===== config.mk =====
export PLATFORM = sky130hd
export DESIGN_NAME = vga_sync_gen
export DESIGN_NICKNAME = d
export VERILOG_FILES = /design/src/rtl/vga_sync_gen.sv
export SDC_FILE = /design/constraint.sdc
export NUM_CORES = 1
export LEC_CHECK = 0
export CORE_MARGIN = 3
export CORE_UTILIZATION = 50
export DETAILED_ROUTE_END_ITERATION = 8
export PLACE_DENSITY = 0.76
export SLEW_MARGIN = 20
export SYNTH_ARGS = -nofsm -noshare
export SYNTH_HDL_FRONTEND = slang
export SYNTH_SLANG_ARGS = --single-unit

===== constraint.sdc =====
create_clock -name clk -period 9.11 [get_ports clk]
set_input_delay 0.911 -clock clk [delete_from_list [all_inputs] [get_ports clk]]
set_output_delay 0.911 -clock clk [all_outputs]
set_load 0.05 [all_outputs]

===== src/rtl/vga_sync_gen.sv =====
// VGA timing source: pixel-rate enable, horizontal/vertical counters, sync pulses and
// frame markers shared by every renderer in the pixel pipeline.
module vga_sync_gen #(
   parameter int unsigned DIV      = 4,    // system clocks per pixel, 1..16
   parameter int unsigned H_VIS    = 640,
   parameter int unsigned H_FP     = 16,
   parameter int unsigned H_SYNC   = 96,
   parameter int unsigned H_BP     = 48,
   parameter int unsigned V_VIS    = 480,
   parameter int unsigned V_FP     = 10,
   parameter int unsigned V_SYNC   = 2,
   parameter int unsigned V_BP     = 33,
   parameter bit          SYNC_POL = 1'b0  // active level of hsync/vsync
) (
   input  logic        clk,
   input  logic        rst,
   output logic        pix_en,
   output logic [9:0]  h_cnt,
   output logic [9:0]  v_cnt,
   output logic        hsync,
   output logic        vsync,
   output logic        valid,
   output logic        line_start,
   output logic        frame_start,
   output logic [15:0] frame_cnt
);

   localparam int unsigned HTotal = H_VIS + H_FP + H_SYNC + H_BP;
   localparam int unsigned VTotal = V_VIS + V_FP + V_SYNC + V_BP;

   localparam logic [9:0] HLast     = 10'(HTotal - 1);
   localparam logic [9:0] VLast     = 10'(VTotal - 1);
   localparam logic [9:0] HVisEnd   = 10'(H_VIS);
   localparam logic [9:0] VVisEnd   = 10'(V_VIS);
   localparam logic [9:0] HSyncBeg  = 10'(H_VIS + H_FP);
   localparam logic [9:0] HSyncEnd  = 10'(H_VIS + H_FP + H_SYNC);
   localparam logic [9:0] VSyncBeg  = 10'(V_VIS + V_FP);
   localparam logic [9:0] VSyncEnd  = 10'(V_VIS + V_FP + V_SYNC);
   localparam logic [3:0] DivLast   = 4'(DIV - 1);

   logic [3:0]  div_q;
   logic        pix_en_q;
   logic [9:0]  h_q, h_d;
   logic [9:0]  v_q, v_d;
   logic        hsync_q, hsync_d;
   logic        vsync_q, vsync_d;
   logic        valid_q, valid_d;
   logic        line_start_q, line_start_d;
   logic        frame_start_q, frame_start_d;
   logic [15:0] frame_cnt_q, frame_cnt_d;

   // Clock divider; pix_en is registered so it lands one clk after div_q hits its last value.
   always_ff @(posedge clk or posedge rst) begin
      if (rst) begin
         div_q    <= 4'd0;
         pix_en_q <= 1'b0;
      end else begin
         pix_en_q <= (div_q == DivLast);
         div_q    <= (div_q == DivLast) ? 4'd0 : div_q + 4'd1;
      end
   end

   // Next-count and decode; syncs/valid come from the next count so they line up with it.
   always_comb begin
      h_d = h_q;
      v_d = v_q;
      if (pix_en_q) begin
         if (h_q == HLast) begin
            h_d = 10'd0;
            v_d = (v_q == VLast) ? 10'd0 : v_q + 10'd1;
         end else begin
            h_d = h_q + 10'd1;
         end
      end
      hsync_d       = (h_d >= HSyncBeg && h_d < HSyncEnd) ? SYNC_POL : ~SYNC_POL;
      vsync_d       = (v_d >= VSyncBeg && v_d < VSyncEnd) ? SYNC_POL : ~SYNC_POL;
      valid_d       = (h_d < HVisEnd) && (v_d < VVisEnd);
      // Markers fire only on an actual advance, so reset itself never raises them.
      line_start_d  = pix_en_q && (h_d == 10'd0);
      frame_start_d = line_start_d && (v_d == 10'd0);
      frame_cnt_d   = frame_cnt_q + {15'd0, frame_start_d};
   end

   // Counter, sync and marker state.
   always_ff @(posedge clk or posedge rst) begin
      if (rst) begin
         h_q           <= 10'd0;
         v_q           <= 10'd0;
         hsync_q       <= ~SYNC_POL;
         vsync_q       <= ~SYNC_POL;
         valid_q       <= 1'b1;
         line_start_q  <= 1'b0;
         frame_start_q <= 1'b0;
         frame_cnt_q   <= 16'd0;
      end else begin
         h_q           <= h_d;
         v_q           <= v_d;
         hsync_q       <= hsync_d;
         vsync_q       <= vsync_d;
         valid_q       <= valid_d;
         line_start_q  <= line_start_d;
         frame_start_q <= frame_start_d;
         frame_cnt_q   <= frame_cnt_d;
      end
   end

   assign pix_en      = pix_en_q;
   assign h_cnt       = h_q;
   assign v_cnt       = v_q;
   assign hsync       = hsync_q;
   assign vsync       = vsync_q;
   assign valid       = valid_q;
   assign line_start  = line_start_q;
   assign frame_start = frame_start_q;
   assign frame_cnt   = frame_cnt_q;

endmodule


==> results.yml <==
worst_setup_path:
  crit_path_max_delay_cell_type: "or4b_1"
  type_of_the_worst_setup_path: "register to register"
  worst_r2r_startpoint: "h_cnt[0]$_DFF_PP0_"
  cp.depth: 12
  slowest_delay_ps: 550
  worst_setup_path_end_kind: "register"
  r2r_cells: 12
  timing.critical_path.cells: "ha_1 -> and4b_4 -> and3_4 -> nand3_4 -> xnor2_2 -> or4b_1 -> nor4b_2 -> ha_1 -> ha_1 -> nand2_1 -> nor2_1 -> xor2_1"
  timing.rr.end: "frame_cnt[14]$_DFF_PP0_"
  critical_path.top_delay_family: "simple AND/OR/NAND/NOR gates"
  regToRegSetupSlack_ps: 5590
  worst_ep_arrival_time_ps: 3750
  critical_path_peak_fanout: 8
  worst_setup_path_start_kind: "register"
  timing.critical_path.required_ps: 9340
  crit_top_cell: "ha_1"
  worst_path_buffer_plus_inverter_count: 0
clocking:
  cts_clk_pin_slew_worst_paths_ps: 90
  tritoncts_clock_tree: "built"
  cts_resized: 0
  clk_path_buf_depth: 2
  cts_num_sinks: 46
  clkLatencyLatePin_ps: 300
  cts_inserted_buffers: 5
  postCtsHoldBufs: 0
  cts_root_buf: "clkbuf_8"
  post_cts_buffers: 0
  clock_tree.htree_level_count: 2
route:
  routed-via-count: 2001
  route.detailed.wl_per_inst_um: 14.7
  drt-pass1-iter-count: 4
  drt-initial-drc-count: 140
  routed_via_density: 5.64
  detail-route-antenna-nets: 0
  drt-total-wl_mm: 5.21
  drt_drc_violations_left: 0
grt:
  global_route.usage.met2: 0.312
  grt_antenna_before_repair: 0
  grt_max_degree: 47
  gr-usage-met1: 0.247
  global_route.usage.met3: 0.0414
  first_pass_grt_wire_length_mm: 8.98
  top_usage_layer: "met2"
  grt_usage: 0.189
  first_global_vias: 1870
  grt_overflow_total: 0
layout:
  final_cells: 355
  postLayoutCellArea_mm2: 0.00301
  final_net_count: 295
  layout_common_cells: "43 x dfrtp_1, 43 x clkdlybuf4s50_1, 22 x nand2_1"
  area.growth.synth_to_final_pct: 20.9
  antenna-diode-count: 0
  drive_gt1_frac: 0.0729
yosys:
  yosys_register_bits: 46
  netlist.top_cell.by_area: "dfrtp_1"
  post_synthesis_instance_area_mm2: 0.00249
  synth_enable_flop_cells: 0
  netlist.area_leader.share: 0.432
  leading_post_synthesis_cells_by_cell_area: "dfrtp_1 43%, xnor2_1 7.4%, nand2_1 3.3%"
  syn-num-nets: 259
  synthFlopType: "dfrtp_1"
  yosysSeqAreaShare: 0.464
  yosysWarnings: 0
  syn_avg_cell_area_um2: 9.92
  syn-instance-count: 251
  synthDistinctLibCells: 50
  synth_async_reset_ratio: 1.00
place:
  placed_cell_area_mm2: 0.00292
  port_buffers: 43
  detailed_place_hpwl_mm: 3.77
  number_of_placed_cells_counting_well_taps: 347
  place.gp.congestion: 0.870
die:
  start_util: 0.524
  floorplan.io_pins: 44
  chipWidth_um: 76.6
  core_area_mm2: 0.00475
  core.rowCount: 25
  die_height_um: 76.6
  dieArea_mm2: 0.00587
sta:
  grt_setup_unrepaired: "no"
  final_max_slew_viol_count: 0
  layout_min_cycle_time_ps: 3520
  fin_tns_setup_ps: 0
  setup_violations: 0
  maxClockFrequency_mhz: 284
  timing.slew.headroom: 0.383
  portion_of_the_clock_cycle_consumed_by_the_worst_path_in_the_final_layout: 0.386
  final.setup_skew_ps: 9.03
  tightestPinTransition_ps: 924
  hold_viol: 0
power:
  leakagePower_uw: 0.00125
  vdd_ir_drop_max_v: 0.0000646
  cellPowerDensity_mw_per_mm2: 111
hold_path:
  hp-class: "register to register"
  worstHoldStart: "frame_cnt[15]$_DFF_PP0_"
  min_delay_path_depth: 1
  hold-path-endpoint: "frame_cnt[15]$_DFF_PP0_"
job:
  max_cap_viol_count: 0
outcome:
  outcome: "finished, final reports clean"
how the worst max path moves through the flow:
stage                             startpoint                      end  slack, ps
final                     h_cnt[0]$_DFF_PP0_  frame_cnt[14]$_DFF_PP0_       5590
after global routing      h_cnt[0]$_DFF_PP0_  frame_cnt[14]$_DFF_PP0_       5350
after CTS                 h_cnt[0]$_DFF_PP0_  frame_cnt[14]$_DFF_PP0_       5590
after detailed placement  h_cnt[0]$_DFF_PP0_  frame_cnt[14]$_DFF_PP0_       5620
after global placement    h_cnt[0]$_DFF_PP0_  frame_cnt[14]$_DFF_PP0_       5730
after floorplan           h_cnt[0]$_DFF_PP0_  frame_cnt[12]$_DFF_PP0_       5400
registers in the layout, summed over array words and instances, names as in the netlist:
signal       flops
div_q            4
frame_cnt       16
frame_start      1
h_cnt           10
hsync            1
line_start       1
pix_en           1
v_cnt           10
valid            1
vsync            1
layout make-up:
cell class,instances,area (um2)
Timing Repair Buffer,43,430
Inverter,12,45.0
Clock buffer,5,68.8
Tap cell,67,83.8
Sequential cell,46,1150
Fill cell,394,1740
Clock inverter,3,21.3
Multi-Input combinational cell,179,1210
power by group:
part,switching [uW],leakage (uW),internal (uW)
clock network,71.1,0.0000441,54.0
registers,0,0.000618,204
logic,3.77,0.000586,0.410
total,74.8,0.00125,258
per-layer routing:
layer / wire length (um) / share of wire
met1: 2320 / 0.44
met4: 67 / 0.013
met3: 226 / 0.043
met5: 0 / 0
met2: 2600 / 0.50
cell families after synthesis:
| group | share of synthesized area |
|---|---|
| XOR/XNOR | 0.115 |
| AO/OA/AOI/OAI | 0.102 |
| multiplexers | 0.00402 |
| AND/OR/NAND/NOR | 0.234 |
| flip-flops | 0.464 |
| buffers and inverters | 0.0512 |
| adder cells (fa/ha/maj) | 0.0301 |
stage by stage:
| step | power (uW) | util | worst slack (ps) | hold WS (ps) |
|---|---|---|---|---|
| 2_1_floorplan | 211 | - | 5400 | 433 |
| 3_3_place_gp | 213 | 0.615 | 5730 | 451 |
| 3_5_place_dp | 213 | 0.615 | 5620 | 462 |
| 4_1_cts | 339 | 0.634 | 5590 | 474 |
| 5_1_grt | 345 | 0.634 | 5350 | 500 |
| 6_report | 333 | 0.634 | 5590 | 471 |
synthesized netlist by cell type (all sizes together), types with 6 or more instances:
library cell,instances
a21oi,7
and3,10
buf,9
dfrtp,43
ha,6
inv,12
nand2,22
nand3,15
nand4,13
nor2,16
o21ai,15
xnor2,23
xor2,8
No activity file was read; power rests on OpenSTA's default activity.
